**src/rtl/sevseg_pkg.sv**
```systemverilog
// Shared constants and types for the seven-segment scan display stage.
// Segment patterns are active-low, ordered {g,f,e,d,c,b,a}.
package sevseg_pkg;

    localparam int unsigned NUM_DIGITS = 4;

    localparam logic [6:0] SEG_BLANK = 7'h7F;
    localparam logic [6:0] SEG_DASH  = 7'b0111111;

    localparam logic [6:0] SEG_DIGIT [0:9] = '{
        7'b1000000,  // 0
        7'b1111001,  // 1
        7'b0100100,  // 2
        7'b0110000,  // 3
        7'b0011001,  // 4
        7'b0010010,  // 5
        7'b0000010,  // 6
        7'b1111000,  // 7
        7'b0000000,  // 8
        7'b0010000   // 9
    };

    localparam logic [1:0] SLOT_TIME_ONES  = 2'd0;
    localparam logic [1:0] SLOT_TIME_TENS  = 2'd1;
    localparam logic [1:0] SLOT_SCORE_ONES = 2'd2;
    localparam logic [1:0] SLOT_SCORE_TENS = 2'd3;

    typedef enum logic {
        BlinkVisible = 1'b0,
        BlinkOff     = 1'b1
    } blink_phase_e;

    // One coherent frame sample of everything the display shows.
    typedef struct packed {
        logic [3:0] time_ones;
        logic [3:0] time_tens;
        logic [3:0] score_ones;
        logic [3:0] score_tens;
        logic       timeout;
    } shadow_t;

    function automatic logic is_tens_slot(input logic [1:0] idx);
        return (idx == SLOT_TIME_TENS) || (idx == SLOT_SCORE_TENS);
    endfunction

endpackage

```
**src/rtl/bcd_to_seg7.sv**
```systemverilog
// Combinational BCD to active-low seven-segment decoder with blanking.
// Non-BCD codes 10..15 render as a dash.
module bcd_to_seg7
    import sevseg_pkg::*;
(
    input  logic [3:0] bcd,
    input  logic       blank,
    output logic [6:0] seg
);

    always_comb begin
        seg = SEG_DASH;
        if (blank) begin
            seg = SEG_BLANK;
        end else if (bcd < 4'd10) begin
            seg = SEG_DIGIT[bcd];
        end
    end

endmodule

```
**src/rtl/sevseg_scan.sv**
```systemverilog
// Four-digit multiplexed seven-segment display: time (slots 0-1) and score (slots 2-3).
// Define SEVSEG_BLINK_EN to blank the whole display periodically while timeout is set.
module sevseg_scan
    import sevseg_pkg::*;
#(
    parameter int unsigned REFRESH_DIV = 50000,
    parameter int unsigned BLINK_HALF  = 250
) (
    input  logic       clk,
    input  logic       rst,
    input  logic [3:0] time_ones,
    input  logic [3:0] time_tens,
    input  logic [3:0] score_ones,
    input  logic [3:0] score_tens,
    input  logic       timeout,
    output logic [3:0] an,
    output logic [6:0] seg,
    output logic       dp
);

    localparam int unsigned CntW = $clog2(REFRESH_DIV);
    localparam logic [CntW-1:0] CntLast = CntW'(REFRESH_DIV - 1);

    logic [CntW-1:0] cnt_q, cnt_d;
    logic [1:0]      idx_q, idx_d;
    logic            active_q, active_d;
    shadow_t         shd_q, shd_d;
    logic [NUM_DIGITS-1:0] an_q, an_d;
    logic [6:0]      seg_q, seg_d;
    logic            dp_q, dp_d;

    logic            strobe;
    logic            snap;
    logic [3:0]      digit;
    logic            blank;
    logic [6:0]      seg_dec;
    logic            hide;

    assign strobe = (cnt_q == CntLast);

    // Scan sequencing. The display stays dark until the first strobe; that strobe
    // starts frame 0 and takes the first snapshot so slot 0 shows live data.
    always_comb begin
        cnt_d    = strobe ? '0 : cnt_q + CntW'(1);
        idx_d    = idx_q;
        active_d = active_q;
        snap     = 1'b0;
        if (strobe) begin
            if (!active_q) begin
                active_d = 1'b1;
                idx_d    = SLOT_TIME_ONES;
                snap     = 1'b1;
            end else begin
                idx_d = idx_q + 2'd1;
                snap  = (idx_q == SLOT_SCORE_TENS);
            end
        end
    end

    always_comb begin
        shd_d = shd_q;
        if (snap) begin
            shd_d = '{
                time_ones:  time_ones,
                time_tens:  time_tens,
                score_ones: score_ones,
                score_tens: score_tens,
                timeout:    timeout
            };
        end
    end

    // Outputs are registered from next-state values so the new slot appears
    // exactly one cycle after its strobe.
    always_comb begin
        digit = shd_d.time_ones;
        unique case (idx_d)
            SLOT_TIME_ONES:  digit = shd_d.time_ones;
            SLOT_TIME_TENS:  digit = shd_d.time_tens;
            SLOT_SCORE_ONES: digit = shd_d.score_ones;
            SLOT_SCORE_TENS: digit = shd_d.score_tens;
            default:         digit = shd_d.time_ones;
        endcase
        blank = is_tens_slot(idx_d) && (digit == 4'd0);
    end

    bcd_to_seg7 u_dec (
        .bcd   (digit),
        .blank (blank),
        .seg   (seg_dec)
    );

`ifdef SEVSEG_BLINK_EN
    localparam int unsigned BlkW = (BLINK_HALF > 1) ? $clog2(BLINK_HALF) : 1;
    localparam logic [BlkW-1:0] BlkLast = BlkW'(BLINK_HALF - 1);

    logic [BlkW-1:0] blink_cnt_q, blink_cnt_d;
    blink_phase_e    phase_q, phase_d;

    // Counting restarts on every entry into timeout; leaving it forces visible.
    always_comb begin
        blink_cnt_d = blink_cnt_q;
        phase_d     = phase_q;
        if (!shd_d.timeout) begin
            blink_cnt_d = '0;
            phase_d     = BlinkVisible;
        end else if (strobe) begin
            if (!shd_q.timeout) begin
                blink_cnt_d = '0;
                phase_d     = BlinkVisible;
            end else if (blink_cnt_q == BlkLast) begin
                blink_cnt_d = '0;
                phase_d     = (phase_q == BlinkOff) ? BlinkVisible : BlinkOff;
            end else begin
                blink_cnt_d = blink_cnt_q + BlkW'(1);
            end
        end
    end

    always_ff @(posedge clk or posedge rst) begin
        if (rst) begin
            blink_cnt_q <= '0;
            phase_q     <= BlinkVisible;
        end else begin
            blink_cnt_q <= blink_cnt_d;
            phase_q     <= phase_d;
        end
    end

    assign hide = (phase_d == BlinkOff);
`else
    logic unused_blink_cfg;
    assign unused_blink_cfg = (BLINK_HALF == 0);
    assign hide = 1'b0;
`endif

    always_comb begin
        an_d  = '1;
        seg_d = SEG_BLANK;
        dp_d  = 1'b1;
        if (active_d) begin
            seg_d = seg_dec;
            dp_d  = (idx_d != SLOT_SCORE_ONES);
            if (!hide) begin
                an_d = ~(NUM_DIGITS'(1) << idx_d);
            end
        end
    end

    always_ff @(posedge clk or posedge rst) begin
        if (rst) begin
            cnt_q    <= '0;
            idx_q    <= SLOT_TIME_ONES;
            active_q <= 1'b0;
            shd_q    <= '0;
            an_q     <= '1;
            seg_q    <= SEG_BLANK;
            dp_q     <= 1'b1;
        end else begin
            cnt_q    <= cnt_d;
            idx_q    <= idx_d;
            active_q <= active_d;
            shd_q    <= shd_d;
            an_q     <= an_d;
            seg_q    <= seg_d;
            dp_q     <= dp_d;
        end
    end

    assign an  = an_q;
    assign seg = seg_q;
    assign dp  = dp_q;

endmodule

```
**config.mk**
```make
export PLATFORM = sky130hd
export DESIGN_NAME = sevseg_scan
export DESIGN_NICKNAME = d
export VERILOG_FILES = /design/src/rtl/sevseg_pkg.sv /design/src/rtl/bcd_to_seg7.sv /design/src/rtl/sevseg_scan.sv
export SDC_FILE = /design/constraint.sdc
export NUM_CORES = 1
export LEC_CHECK = 0
export CAP_MARGIN = 25
export CORE_MARGIN = 8
export CORE_UTILIZATION = 50
export DETAILED_ROUTE_END_ITERATION = 7
export DONT_BUFFER_PORTS = 1
export PLACE_DENSITY = 0.63
export RECOVER_POWER = 25
export SLEW_MARGIN = 15
export SYNTH_ARGS = -nofsm -noshare
export SYNTH_HDL_FRONTEND = slang
export SYNTH_HIERARCHICAL = 1
export SYNTH_SLANG_ARGS = --single-unit
export TNS_END_PERCENT = 20
```
**constraint.sdc**
```tcl
create_clock -name clk -period 6.4 [get_ports clk]
set_input_delay 0.96 -clock clk [delete_from_list [all_inputs] [get_ports clk]]
set_output_delay 0.96 -clock clk [all_outputs]
set_load 0.01 [all_outputs]
```
==> metrics.yaml, run 1 <==
rsz0062_at_grt: "false"
io_pins: 31
p_leak_nw: 1.101
cts_resized: 0
cp_max_fo: 11
ys_ff_latch: 46
worstMarginPinSlew_ns: 2.366
min_from: "cnt_q[0]$_DFF_PP0_"
final_area_um2: 2586
setup_viol: 0
num_vias: 1729
cts_hold_buf: 0
path_common_cell: "ha_1"
fin_skew_ns: 0.007948
final_util: 0.5404
p_total_mw: 0.4800
first_pass_iters: 4
synthXorXnorAreaFrac: 0.04548
worst_ep_arrival_time_ns: 3.83
dp_cells: 317
syn2layout_area_growth_pct: 3.298
max_freq_mhz: 278.3
path_buf_inv: 1
nets: 283
cts_tree: "built"
grt_pass1_vias: 1692
power_density_nw_per_um2: 185.6
switching_share: 0.2290
worstReg2RegEnd: "seg[0]$_DFF_PP1_"
io_buffer_count: 0
antenna_cells: 0
report.final.slew_viol_count: 47
syn_area_per_cell_um2: 9.520
ir_drop_mv: 0.1196
cts_buffer_depth: 2
timing.final.crit_share: 0.5614
period_needed_ns: 3.593
min_to: "cnt_q[0]$_DFF_PP0_"
synth_nets: 289
grt_pass1_wl_um: 8155
die_w_um: 86.76
grt.total_usage: 0.1371
power_frac_seq: 0.606
cpMaxStageDelayCell: "mux2i_2"
drc: 0
clk_latency_ns: 0.30
drv_cap: 1
crit_family: "simple AND/OR/NAND/NOR gates"
synth_cell_types: 50
drtIter0Drc: 87
vias_per_cell: 5.320
pwr-share-clk: 0.377
grt-ovfl-total: 0
netlist_instances: 263
layout.cells.non_filler: 325
htree_levels: 2
status: "finished with violations"
dieArea_um2: 7527
clk_pin_slew_ns: 0.09
reg2reg_from: "cnt_q[0]$_DFF_PP0_"
reg2reg_slack_ns: 2.81
yosysSeqAreaShare: 0.4653
clockRootBuffer: "clkbuf_8"
yosys_warnings: 6
synth_top_family_by_area: "simple AND/OR/NAND/NOR gates"
hold_class: "flip-flop to flip-flop"
synth_enable_flop_cells: 0
holdPathStages: 1
initial_core_util: 0.5231
grt_start_max_net_pins: 47
final_antenna_net_count: 0
die_h_um: 86.76
worstSetupStartpointType: "flip-flop"
maxSlewHeadroom: -0.5771
worstPathCellList: "ha_1, and3_1, and4_1, mux2i_2, o21ai_2, o22ai_1, inv_1, ha_1, or2_0, a211oi_2, a21oi_1, nand2b_1"
rr_worst_depth: 12
synthArstFlopShare: 1.000
cts.sinks: 46
placed_area_um2: 2501
hpwl_um: 3328
synth-compound-area-share: 0.1104
p_comb_frac: 0.017
synthFlopType: "dfrtp_1"
rows: 25
synth_area_um2: 2504
totalWireLength_um: 4771
hold_violations: 0
antenna_found_initial: 0
yosys.area_share.simple: 0.2239
crit_path_max_incr_delay_ns: 0.63
finalSetupTns_ns: 0
post_cts_buffers: 0
criticalPathCategory: "flip-flop to flip-flop"
synth_adder_area_share: 0.03498
drive_gt1_frac: 0.1434
cp-end-kind: "flip-flop"
internal_power_mw: 0.3701
layout_common_cells: "nand2_1 (56), dfrtp_1 (35), nor2_1 (17)"
synthMuxAreaShare: 0.06597
layout_commonest_cell: "nand2_1"
wl_per_cell_um: 14.68
numCtsBuffers: 5
gp_congestion: 0.7769
core_um2: 4786
cp_data_required_time_ns: 6.63
switchingPower_mw: 0.1099
violations: "capacitance limit, slew limit"
-- metal layers --
| metal | vias up | wire length, um | track usage |
|---|---|---|---|
| met3 | 10 | 288 | 0.04253 |
| met4 | 0 | 67 | 0.05634 |
| met1 | 814 | 2327 | 0.1774 |
| met2 | 31 | 2087 | 0.2063 |
| li1 | 874 | - | - |
| met5 | - | 0 | 0 |
-- Yosys cell counts (2+ instances only) --
| master | n | share of area |
|---|---|---|
| a211oi_2 | 2 | 0.010 |
| a21o_1 | 2 | 0.0060 |
| a21oi_1 | 8 | 0.016 |
| and3_1 | 3 | 0.0075 |
| and4_1 | 2 | 0.0070 |
| buf_2 | 6 | 0.012 |
| buf_6 | 3 | 0.013 |
| clkbuf_1 | 4 | 0.0060 |
| dfrtp_1 | 35 | 0.35 |
| dfstp_2 | 11 | 0.12 |
| ha_1 | 7 | 0.035 |
| inv_1 | 8 | 0.012 |
| mux2_2 | 5 | 0.022 |
| mux2i_1 | 5 | 0.020 |
| nand2_1 | 56 | 0.084 |
| nand2b_1 | 11 | 0.027 |
| nand3_1 | 11 | 0.022 |
| nor2_1 | 17 | 0.025 |
| nor2b_1 | 5 | 0.012 |
| nor3_1 | 3 | 0.0060 |
| nor4_1 | 2 | 0.0050 |
| o21ai_0 | 8 | 0.016 |
| o21ai_2 | 3 | 0.010 |
| o22ai_1 | 8 | 0.020 |
| o32ai_1 | 2 | 0.0070 |
| xnor2_1 | 5 | 0.017 |
| xor2_1 | 8 | 0.028 |
-- sequential cells by signal (all words and copies together), names as in the netlist --
| register | count |
|---|---|
| active_q | 1 |
| an | 4 |
| idx_q | 2 |
| shd_q | 16 |
| seg | 7 |
| cnt_q | 16 |
-- power by group through the flow --
stage / logic (mW) / registers, mW / clock network [mW]
6_report: 0.00822 / 0.291 / 0.181
5_1_grt: 0.00992 / 0.291 / 0.201
4_1_cts: 0.00910 / 0.291 / 0.187
3_5_place_dp: 0.00909 / 0.296 / 0
3_3_place_gp: 0.00899 / 0.296 / 0
2_1_floorplan: 0.00672 / 0.296 / 0
-- per-stage QoR --
step	setup WS, ns	hold WS, ns
2_1_floorplan	3.421	0.4329
3_3_place_gp	2.922	0.4506
3_5_place_dp	2.878	0.4546
4_1_cts	2.851	0.4667
5_1_grt	2.487	0.4800
6_report	2.807	0.4591
-- how the worst max path moves through the flow --
stage	from	end	slack [ns]	cells past startpoint
CTS	cnt_q[0]$_DFF_PP0_	seg[0]$_DFF_PP1_	2.85	12
global placement	cnt_q[0]$_DFF_PP0_	seg[0]$_DFF_PP1_	2.92	12
detailed placement	cnt_q[0]$_DFF_PP0_	seg[3]$_DFF_PP1_	2.88	12
floorplan	cnt_q[0]$_DFF_PP0_	seg[3]$_DFF_PP1_	3.42	15
global route	cnt_q[0]$_DFF_PP0_	seg[0]$_DFF_PP1_	2.49	12
finish	cnt_q[0]$_DFF_PP0_	seg[0]$_DFF_PP1_	2.81	12
-- layout make-up --
class / count / area (um2)
fillers: 460 / 2200
multi-input cells: 193 / 1204
flip-flops and latches: 46 / 1165
well taps: 67 / 83.83
clock buffers: 5 / 68.82
inverters: 9 / 33.78
clock inverters: 3 / 20.02
repair buffers: 2 / 11.26
-- cells by family (layout without fill, tap and decap cells) --
kind of cell | Yosys count | count (layout)
compound gates | 41 | 41
xor+xnor | 13 | 13
fa+ha+maj | 7 | 7
mux | 13 | 13
simple gates | 119 | 119
buf+inv | 24 | 19
flops | 46 | 46
Power figures use the tool's default switching activity.
==> run 2, diff against run 1 <==
--- a/config.mk
+++ b/config.mk
@@ -10,7 +10,7 @@
 export CORE_UTILIZATION = 50
 export DETAILED_ROUTE_END_ITERATION = 7
 export DONT_BUFFER_PORTS = 1
-export PLACE_DENSITY = 0.63
+export PLACE_DENSITY = 0.66
 export RECOVER_POWER = 25
 export SLEW_MARGIN = 15
 export SYNTH_ARGS = -nofsm -noshare
==> constraint.sdc (replaced) <==
create_clock -name clk -period 3.2 [get_ports clk]
set_input_delay 0.48 -clock clk [delete_from_list [all_inputs] [get_ports clk]]
set_output_delay 0.48 -clock clk [all_outputs]
set_load 0.01 [all_outputs]
==> metrics.yaml, run 2 (synthesis gave the netlist of run 1 again) <==
clk_pin_slew_ns: 0.08  # was 0.09 ns
hold_slack_ns: 0.06263  # was 0.4591 ns
nets: 292  # was 283
status: "finished with violations"  # unchanged
top_usage_layer: "met2"  # unchanged
initial_core_util: 0.5231  # unchanged
criticalPathCategory: "flip-flop to flip-flop"  # unchanged
path_common_cell: "ha_1"  # unchanged
cpMaxStageDelayCell: "mux2_2"  # was mux2i_2
rr_worst_depth: 12  # unchanged
report.final.slew_viol_count: 31  # was 47
ir_drop_mv: 0.3023  # was 0.1196 mV
reg2reg_from: "cnt_q[0]$_DFF_PP0_"  # unchanged
post-place-ws_ns: 0.2170  # was 2.878 ns
crit_path_max_incr_delay_ns: 0.39  # was 0.63 ns
hold_violations: 0  # unchanged
layout_commonest_cell: "nand2_1"  # unchanged
worst_ep_arrival_time_ns: 3.25  # was 3.83 ns
totalWireLength_um: 4979  # was 4771 um
p_leak_nw: 1.143  # was 1.101 nW
cts.sinks: 46  # unchanged
io_pins: 31  # unchanged
setup_ws_ns: 0.1716  # was 2.807 ns
hold_class: "input port to async pin"  # was flip-flop to flip-flop
use_met2: 0.2243  # was 0.2063
antenna_found_initial: 0  # unchanged
finalSetupTns_ns: 0  # unchanged
crit_family: "simple AND/OR/NAND/NOR gates"  # unchanged
cp_num_cells: 12  # unchanged
gp_congestion: 0.7969  # was 0.7769
cts_tree: "built"  # unchanged
cp_data_required_time_ns: 3.43  # was 6.63 ns
syn2layout_area_growth_pct: 6.747  # was 3.298%
cts_buffer_depth: 2  # unchanged
drtIter0Drc: 82  # was 87
setup_viol: 0  # unchanged
drv_cap: 1  # unchanged
clockRootBuffer: "clkbuf_8"  # unchanged
cp_max_fo: 11  # unchanged
use_met3: 0.04631  # was 0.04253
hpwl_um: 3601  # was 3328 um
layout_common_cells: "nand2_1 (55), dfrtp_1 (35), nor2_1 (17)"  # was nand2_1 (56), dfrtp_1 (35), nor2_1 (17)
max_freq_mhz: 330.2  # was 278.3 MHz
worstPathCellList: "ha_1, and3_1, and4_1, buf_6, mux2_2, o22ai_1, o32ai_2, ha_1, or2_0, a211oi_2, a21oi_1, nand2b_1"  # was ha_1, and3_1, and4_1, mux2i_2, o21ai_2, o22ai_1, inv_1, ha_1, or2_0, a211oi_2, a21oi_1, nand2b_1
core_um2: 4786  # unchanged
drc: 0  # unchanged
worstMarginPinSlew_ns: 1.531  # was 2.366 ns
maxSlewHeadroom: -0.02062  # was -0.5771
met1_usage: 0.1934  # was 0.1774
cts_hold_buf: 0  # unchanged
die_h_um: 86.76  # unchanged
cp-end-kind: "flip-flop"  # unchanged
grt_pass1_wl_um: 8859  # was 8155 um
dieArea_um2: 7527  # unchanged
io_buffer_count: 0  # unchanged
path_buf_inv: 1  # unchanged
htree_levels: 2  # unchanged
wl_per_cell_um: 14.91  # was 14.68 um
die_w_um: 86.76  # unchanged
reg2reg_slack_ns: 0.17  # was 2.81 ns
rows: 25  # unchanged
numCtsBuffers: 5  # unchanged
grt.total_usage: 0.1475  # was 0.1371
grt_pass1_vias: 1760  # was 1692
clk_latency_ns: 0.31  # was 0.30 ns
num_vias: 1752  # was 1729
fin_skew_ns: 0.01363  # was 0.007948 ns
drive_gt1_frac: 0.1798  # was 0.1434
first_pass_iters: 4  # unchanged
violations: "capacitance limit, slew limit"  # unchanged
power_density_nw_per_um2: 355.3  # was 185.6 nW/um2
worstSetupStartpointType: "flip-flop"  # unchanged
grt-ovfl-total: 0  # unchanged
final_antenna_net_count: 0  # unchanged
worstReg2RegEnd: "seg[0]$_DFF_PP1_"  # unchanged
grt_start_max_net_pins: 31  # was 47
period_needed_ns: 3.028  # was 3.593 ns
vias_per_cell: 5.246  # was 5.320
timing.final.crit_share: 0.9464  # was 0.5614
antenna_cells: 0  # unchanged
-- run 2: worst max-delay path by stage --
stage	endpoint	start	slack (ns)
final	seg[0]$_DFF_PP1_	cnt_q[0]$_DFF_PP0_	0.17
after CTS	seg[0]$_DFF_PP1_	cnt_q[0]$_DFF_PP0_	0.17
after floorplan	seg[3]$_DFF_PP1_	cnt_q[0]$_DFF_PP0_	0.22
after global placement	seg[3]$_DFF_PP1_	cnt_q[0]$_DFF_PP0_	0.19
after detailed placement	seg[3]$_DFF_PP1_	cnt_q[0]$_DFF_PP0_	0.22
after global routing	seg[0]$_DFF_PP1_	cnt_q[0]$_DFF_PP0_	-0.01
-- run 2: report_power, final --
part,switching [mW],leakage [nW],internal (mW)
registers,0,0.507,0.582
clock network,0.199,0.0450,0.152
logic,0.0126,0.592,0.00430
total,0.212,1.14,0.738
-- run 2: through the flow --
stage,instances,instance area (um2),util,power [mW]
2_1_floorplan,263,2504,-,0.6059
3_3_place_gp,326,2569,0.5367,0.6103
3_5_place_dp,326,2569,0.5367,0.6109
4_1_cts,334,2651,0.5540,0.9621
5_1_grt,334,2673,0.5584,0.9865
6_report,334,2673,0.5584,0.9496
-- run 2: cell type report --
class,instances,area (um2)
Timing Repair Buffer,11,82.58
Multi-Input combinational cell,193,1225
Sequential cell,46,1165
Clock buffer,6,72.57
Clock inverter,2,10.01
Fill cell,441,2113
Tap cell,67,83.83
Inverter,9,33.78
-- run 2: worst register-to-register path: cells and delay by family (launching register included) --
family                   cells  cell delay (ns)
adder cells (fa/ha/maj)      2             0.40
flip-flops                   1             0.38
AO/OA/AOI/OAI                4             0.72
buffers and inverters        1             0.19
multiplexers                 1             0.39
AND/OR/NAND/NOR              4             0.88
-- run 2: timing repair --
item,in CTS,in global routing
buffers inserted,0,0
endpoints found under the setup margin,0,3
gates resized for setup,0,5
-- run 2: layer usage --
| layer | vias up | share of wire |
|---|---|---|
| met5 | - | 0 |
| met4 | 0 | 0.013 |
| met3 | 5 | 0.059 |
| met2 | 26 | 0.44 |
| met1 | 824 | 0.49 |
| li1 | 897 | - |
